`src/rtl/zero_priority_alloc_if.sv`:
```
// Request/grant and status bundle for the zero-priority slot allocator.
// The master side issues alloc/release requests; the slave side is the allocator.
interface zero_priority_alloc_if #(
    parameter int WIDTH = 16
);
    localparam int IDXW = $clog2(WIDTH) + 1;

    logic            alloc_req;
    logic            alloc_gnt;
    logic [IDXW-1:0] alloc_idx;
    logic            rel_valid;
    logic [IDXW-1:0] rel_idx;
    logic [WIDTH-1:0] busy_map;
    logic [IDXW-1:0] free_cnt;
    logic            full;
    logic            empty;
    logic            err;

    modport master (
        output alloc_req, rel_valid, rel_idx,
        input  alloc_gnt, alloc_idx, busy_map, free_cnt, full, empty, err
    );

    modport slave (
        input  alloc_req, rel_valid, rel_idx,
        output alloc_gnt, alloc_idx, busy_map, free_cnt, full, empty, err
    );
endinterface

```
`src/rtl/zero_priority_alloc.sv`:
```
// Slot allocator: registered busy map, first-free grant via a zero-priority
// encoder, release by index with error pulse on bad releases.
module zero_priority_alloc #(
    parameter int WIDTH     = 16,
    parameter bit LSB_FIRST = 1'b1
) (
    input  logic                 clk,
    input  logic                 rst,
    zero_priority_alloc_if.slave bus
);
    localparam int IDXW = $clog2(WIDTH) + 1;
    localparam logic [IDXW-1:0] NONE = IDXW'(WIDTH);

    logic [WIDTH-1:0] busy_q, busy_d, gnt_mask, rel_mask;
    logic [IDXW-1:0]  cnt_q, cnt_d, idx_q, enc;
    logic             gnt_q, err_q, gnt_c, rel_ok, full_c;

    // Scan order is fixed at elaboration; the last free slot seen in the loop wins.
    generate
        if (LSB_FIRST) begin : g_lsb
            always_comb begin
                enc = NONE;
                for (int i = WIDTH - 1; i >= 0; i--)
                    if (!busy_q[i]) enc = IDXW'(i);
            end
        end else begin : g_msb
            always_comb begin
                enc = NONE;
                for (int i = 0; i < WIDTH; i++)
                    if (!busy_q[i]) enc = IDXW'(i);
            end
        end
    endgenerate

    assign full_c   = (cnt_q == '0);
    assign gnt_c    = bus.alloc_req && !full_c;
    assign gnt_mask = gnt_c ? (WIDTH'(1) << enc) : '0;
    // An out-of-range index shifts out to zero, so it can never match a busy bit.
    assign rel_mask = bus.rel_valid ? (WIDTH'(1) << bus.rel_idx) : '0;
    assign rel_ok   = |(rel_mask & busy_q);

    // Grant comes from the pre-release map, so the two masks never overlap.
    assign busy_d = (busy_q | gnt_mask) & ~(rel_ok ? rel_mask : '0);
    assign cnt_d  = cnt_q - IDXW'(gnt_c) + IDXW'(rel_ok);

    always_ff @(posedge clk) begin
        if (rst) begin
            busy_q <= '0;
            cnt_q  <= NONE;
            gnt_q  <= 1'b0;
            idx_q  <= NONE;
            err_q  <= 1'b0;
        end else begin
            busy_q <= busy_d;
            cnt_q  <= cnt_d;
            gnt_q  <= gnt_c;
            idx_q  <= gnt_c ? enc : NONE;
            err_q  <= bus.rel_valid && !rel_ok;
        end
    end

    assign bus.busy_map  = busy_q;
    assign bus.free_cnt  = cnt_q;
    assign bus.alloc_gnt = gnt_q;
    assign bus.alloc_idx = idx_q;
    assign bus.err       = err_q;
    assign bus.full      = full_c;
    assign bus.empty     = (cnt_q == NONE);

    a_cnt_consistent: assert property (@(posedge clk) disable iff (rst)
        int'(cnt_q) == WIDTH - $countones(busy_q));
endmodule

```
`src/flat_wrapper.sv`:
```
// flat-port wrapper written by rule: the top's interface ports become plain ports
module zero_priority_alloc_flat 
#(
    parameter int WIDTH     = 16,
    parameter bit LSB_FIRST = 1'b1
)
  (clk, rst, bus_alloc_req, bus_rel_valid, bus_rel_idx, bus_alloc_gnt, bus_alloc_idx, bus_busy_map, bus_free_cnt, bus_full, bus_empty, bus_err);
  zero_priority_alloc_if #(.WIDTH(WIDTH)) bus_i ();
  input  logic clk;
  input  logic rst;
  input wire logic [$bits(bus_i.alloc_req)-1:0] bus_alloc_req;
  input wire logic [$bits(bus_i.rel_valid)-1:0] bus_rel_valid;
  input wire logic [$bits(bus_i.rel_idx)-1:0] bus_rel_idx;
  output wire logic [$bits(bus_i.alloc_gnt)-1:0] bus_alloc_gnt;
  output wire logic [$bits(bus_i.alloc_idx)-1:0] bus_alloc_idx;
  output wire logic [$bits(bus_i.busy_map)-1:0] bus_busy_map;
  output wire logic [$bits(bus_i.free_cnt)-1:0] bus_free_cnt;
  output wire logic [$bits(bus_i.full)-1:0] bus_full;
  output wire logic [$bits(bus_i.empty)-1:0] bus_empty;
  output wire logic [$bits(bus_i.err)-1:0] bus_err;
  assign bus_i.alloc_req = bus_alloc_req;
  assign bus_i.rel_valid = bus_rel_valid;
  assign bus_i.rel_idx = bus_rel_idx;
  assign bus_alloc_gnt = bus_i.alloc_gnt;
  assign bus_alloc_idx = bus_i.alloc_idx;
  assign bus_busy_map = bus_i.busy_map;
  assign bus_free_cnt = bus_i.free_cnt;
  assign bus_full = bus_i.full;
  assign bus_empty = bus_i.empty;
  assign bus_err = bus_i.err;
  zero_priority_alloc #(.WIDTH(WIDTH), .LSB_FIRST(LSB_FIRST)) u_core (.clk(clk), .rst(rst), .bus(bus_i));
endmodule
```
`config.mk`:
```
export PLATFORM = sky130hd
export DESIGN_NAME = zero_priority_alloc_flat
export DESIGN_NICKNAME = d
export VERILOG_FILES = /design/src/rtl/zero_priority_alloc_if.sv /design/src/rtl/zero_priority_alloc.sv /design/src/flat_wrapper.sv
export SDC_FILE = /design/constraint.sdc
export NUM_CORES = 1
export LEC_CHECK = 0
export ABC_AREA = 1
export CAP_MARGIN = 20
export CORE_MARGIN = 1
export CORE_UTILIZATION = 43
export DETAILED_ROUTE_END_ITERATION = 10
export PLACE_DENSITY_LB_ADDON = 0.1
export SKIP_CTS_REPAIR_TIMING = 1
export SYNTH_ARGS = -nofsm -noshare
export SYNTH_HDL_FRONTEND = slang
export SYNTH_SLANG_ARGS = --single-unit
```
`constraint.sdc`:
```
create_clock -name clk -period 2.66 [get_ports clk]
set_clock_uncertainty 0.05 [all_clocks]
set_input_delay 0.399 -clock clk [delete_from_list [all_inputs] [get_ports clk]]
set_output_delay 0.399 -clock clk [all_outputs]
set_load 0.1 [all_outputs]
```
==> run summary, run 1 <==
highest attainable clock frequency: 384 MHz
Post-Syn Instances: 216
CP max FO: 8
number of synthesized register bits: 28
root buf cell: clkbuf_4
power density over the cells: 693 nW/um^2
setup_tns: 0 ns
Final Critical Period: 2.60 ns
clock transition at the registers of the reported paths: 0.15 ns
Worst Max-Slew Pin Slew: 0.416 ns
initial antenna violation count: 0
slack of the critical path: 0.0585 ns
RSZ-0062 raised after global routing: true
routability cong.: 0.974
final net count: 294
vias per cell: 5.06
crit path kind: in -> reg
Final Setup Violations: 0
layout cells sized above 1: 37.2%
DRT iter0 DRCs: 83
CP Data Arrival Time: 2.79 ns
DP Worst Slack: -0.447 ns
Clk pwr share: 13.4%
Area Overhead vs Synth: 49.5%
number of cell rows: 21
EDFF count, synth: 0
total die area: 3780 um^2
worst hold path class: reg -> reg
Net Count, Synth: 232
deepest clock path buffer count: 2
wire length per cell: 12.8 um
switching portion of total power: 49.3%
Leak: 0.976 nW
CTS tree: built
Post-Synthesis Cell Area: 1520 um^2
post-synthesis sequential area ratio: 36.9%
clock sink total: 28
Ports: 39
die span in y: 61.5 um
Most used DFF post-synth: dfxtp_1
Crit-path slowest cell: or4_4
combinational share of power: 53.7%
core area: 3360 um^2
via count: 1635
Worst IR Drop VDD: 453 uV
crit-path max cell delay: 0.57 ns
CP most frequent cell: inv_2
global-route wire length before repair: 6630 um
CP Capture Type: flip-flop
Final Cycle Share: 97.8%
Ys Warns: 0
Antenna diodes: 0
dpl hpwl: 3230 um
DR DRC count: 0
CTS buffer count: 3
max-slew violation count: 0
Total GRT Usage: 24.6%
Pint: 799 uW
total wire length: 4120 um
Max Cap Violations: 0
status: complete, no violations
Hold Fails Final Rpt: 0
H-tree lvl count: 1
Initial Util: 45.2%
Syn Area/Cell: 7.04 um^2
FFs w/ async S/R, synth: 0%
Switching Power: 778 uW
Antenna Nets Post-Route: 0
utilization after layout: 67.6%
relative slew slack: 72.3%
vias in the first global route: 1425
grt ovf: 0
library cells used by synthesis: 24
sequential power share: 33.0%
Startpoint Class: input pin
largest net degree at the start of global routing: 16
die width: 61.5 um
Critical Path RT: 2.85 ns
Pre-antenna DRT Iters: 4
clock insertion delay at the later pin of the skew report: 0.33 ns
critical path's top delay family: simple AND/OR/NAND/NOR gates
CP Buf/Inv Count: 4
CP Cell Sequence: clkdlybuf4s50_1 -> inv_2 -> nor3b_4 -> buf_12 -> nand3_2 -> nand4_1 -> or4_4 -> ha_4 -> inv_2 -> fa_2 -> o21ai_1 -> a21oi_1 -> xor2_1 -> or2_4
Port Buffers: 38
worst paths after layout:
kind                                 from                      end  slack [ns]  cells past startpoint
hold / removal    u_core.bus.busy_map[14]  u_core.bus.busy_map[14]        0.50                      2
hold reg to reg   u_core.bus.busy_map[14]  u_core.bus.busy_map[14]        0.50                      2
setup reg to reg   u_core.bus.free_cnt[3]   u_core.bus.free_cnt[4]        0.19                     16
setup / recovery            bus_rel_valid   u_core.bus.free_cnt[4]        0.06                     14
power groups by stage:
stage                     sequential [mW]  clock, mW  combinational, mW
after floorplan                     0.809          0              0.399
after global placement              0.527          0              0.828
after detailed placement            0.530          0              0.836
after CTS                           0.520      0.218              0.839
after global routing                0.529      0.232              0.920
final                               0.520      0.211              0.846
final cells by class:
class / instances / area [um^2]
Tap cell: 46 / 57.6
Timing Repair Buffer: 59 / 492
Inverter: 33 / 129
Fill cell: 310 / 1090
Sequential cell: 28 / 577
Multi-Input combinational cell: 153 / 982
Clock buffer: 4 / 36.3
worst reg2reg max path, stage by stage (launching register included):
cell,delay [ns]
dfxtp_4,0.39
inv_4,0.06
ha_4,0.13
nand3_4,0.07
nor2_4,0.12
inv_2,0.05
nand2_4,0.09
inv_2,0.06
ha_4,0.21
inv_2,0.06
ha_4,0.13
inv_2,0.03
fa_2,0.36
o21ai_1,0.13
a21oi_1,0.08
xor2_1,0.14
or2_4,0.22
kinds of logic (layout without fill, tap and decap cells):
group	after synthesis	count (layout)	share of synthesized area, %
and+or+nand+nor	122	122	39.1
adders and majority gates	7	7	6.26
DFF	28	28	36.9
AOI/OAI and AO/OA	22	22	7.98
buffers and inverters	35	96	8.64
xor gates and xnor gates	2	2	1.15
flip-flops by register name (all words and copies together) (netlist names):
register              count
u_core.bus.free_cnt       5
u_core.bus.err            1
u_core.bus.busy_map      16
u_core.bus.alloc_gnt      1
u_core.bus.alloc_idx      5
cells in the final DEF, fill, tap and decap left out, types with 2 or more instances in the layout:
cell             netlist  layout
a21oi_1               11      11
buf_4                  0      49
clkbuf_4               0       3
clkdlybuf4s50_1        0       3
dfxtp_1               28      23
dfxtp_4                0       4
dlymetal6s2s_1         0       5
ha_1                   6       3
ha_4                   0       3
inv_1                 30      20
inv_2                  3      11
inv_4                  0       2
nand2_1               28      27
nand2_2                2       2
nand2_4                2       3
nand3_1               22      16
nand3_2                0       4
nand3_4                0       2
nand4_1               19      19
nor2_1                35      34
nor3_1                 9       2
nor3_2                 1       7
o21ai_0                5       4
o21ai_1                4       5
xor2_1                 2       2
metal layers:
| metal | share of wire, % | wire length, um | GRT usage [%] |
|---|---|---|---|
| met1 | 46 | 1910 | 34.9 |
| met3 | 7.4 | 305 | 3.36 |
| met4 | 1.0 | 42 | 6.98 |
| met5 | 0 | 0 | 0 |
| met2 | 45 | 1870 | 39.1 |
through the flow:
step / power [mW] / hold slack (ns) / std cells / area [um^2]
floorplan: 1.21 / 0.433 / 216 / 1610
global route: 1.68 / 0.526 / 323 / 2270
detailed placement: 1.37 / 0.471 / 317 / 2110
CTS: 1.58 / 0.493 / 321 / 2150
global placement: 1.36 / 0.464 / 317 / 2110
finish: 1.58 / 0.497 / 323 / 2270
Yosys cell counts (2+ instances only):
| library cell | count | share of area (%) |
|---|---|---|
| dfxtp_1 | 28 | 37 |
| xor2_1 | 2 | 1.2 |
| inv_1 | 30 | 7.4 |
| nand2_2 | 2 | 0.82 |
| clkbuf_1 | 2 | 0.49 |
| nand2_1 | 28 | 6.9 |
| o21ai_1 | 4 | 1.3 |
| nor3_1 | 9 | 3.0 |
| o21ai_0 | 5 | 1.6 |
| nor2_1 | 35 | 8.6 |
| a21oi_1 | 11 | 3.6 |
| nand3_1 | 22 | 7.2 |
| inv_2 | 3 | 0.74 |
| nand4_1 | 19 | 7.8 |
| nand2_4 | 2 | 1.5 |
| ha_1 | 6 | 4.9 |
(Power assumes the default switching activity.)
==> run 2, diff against run 1 <==
--- a/config.mk
+++ b/config.mk
@@ -7,7 +7,6 @@
 export LEC_CHECK = 0
 export ABC_AREA = 1
 export CAP_MARGIN = 20
-export CORE_MARGIN = 1
 export CORE_UTILIZATION = 43
 export DETAILED_ROUTE_END_ITERATION = 10
 export PLACE_DENSITY_LB_ADDON = 0.1
==> results of run 2 <==
Same layout as run 1: the final DEF is identical, and so are final timing and power.
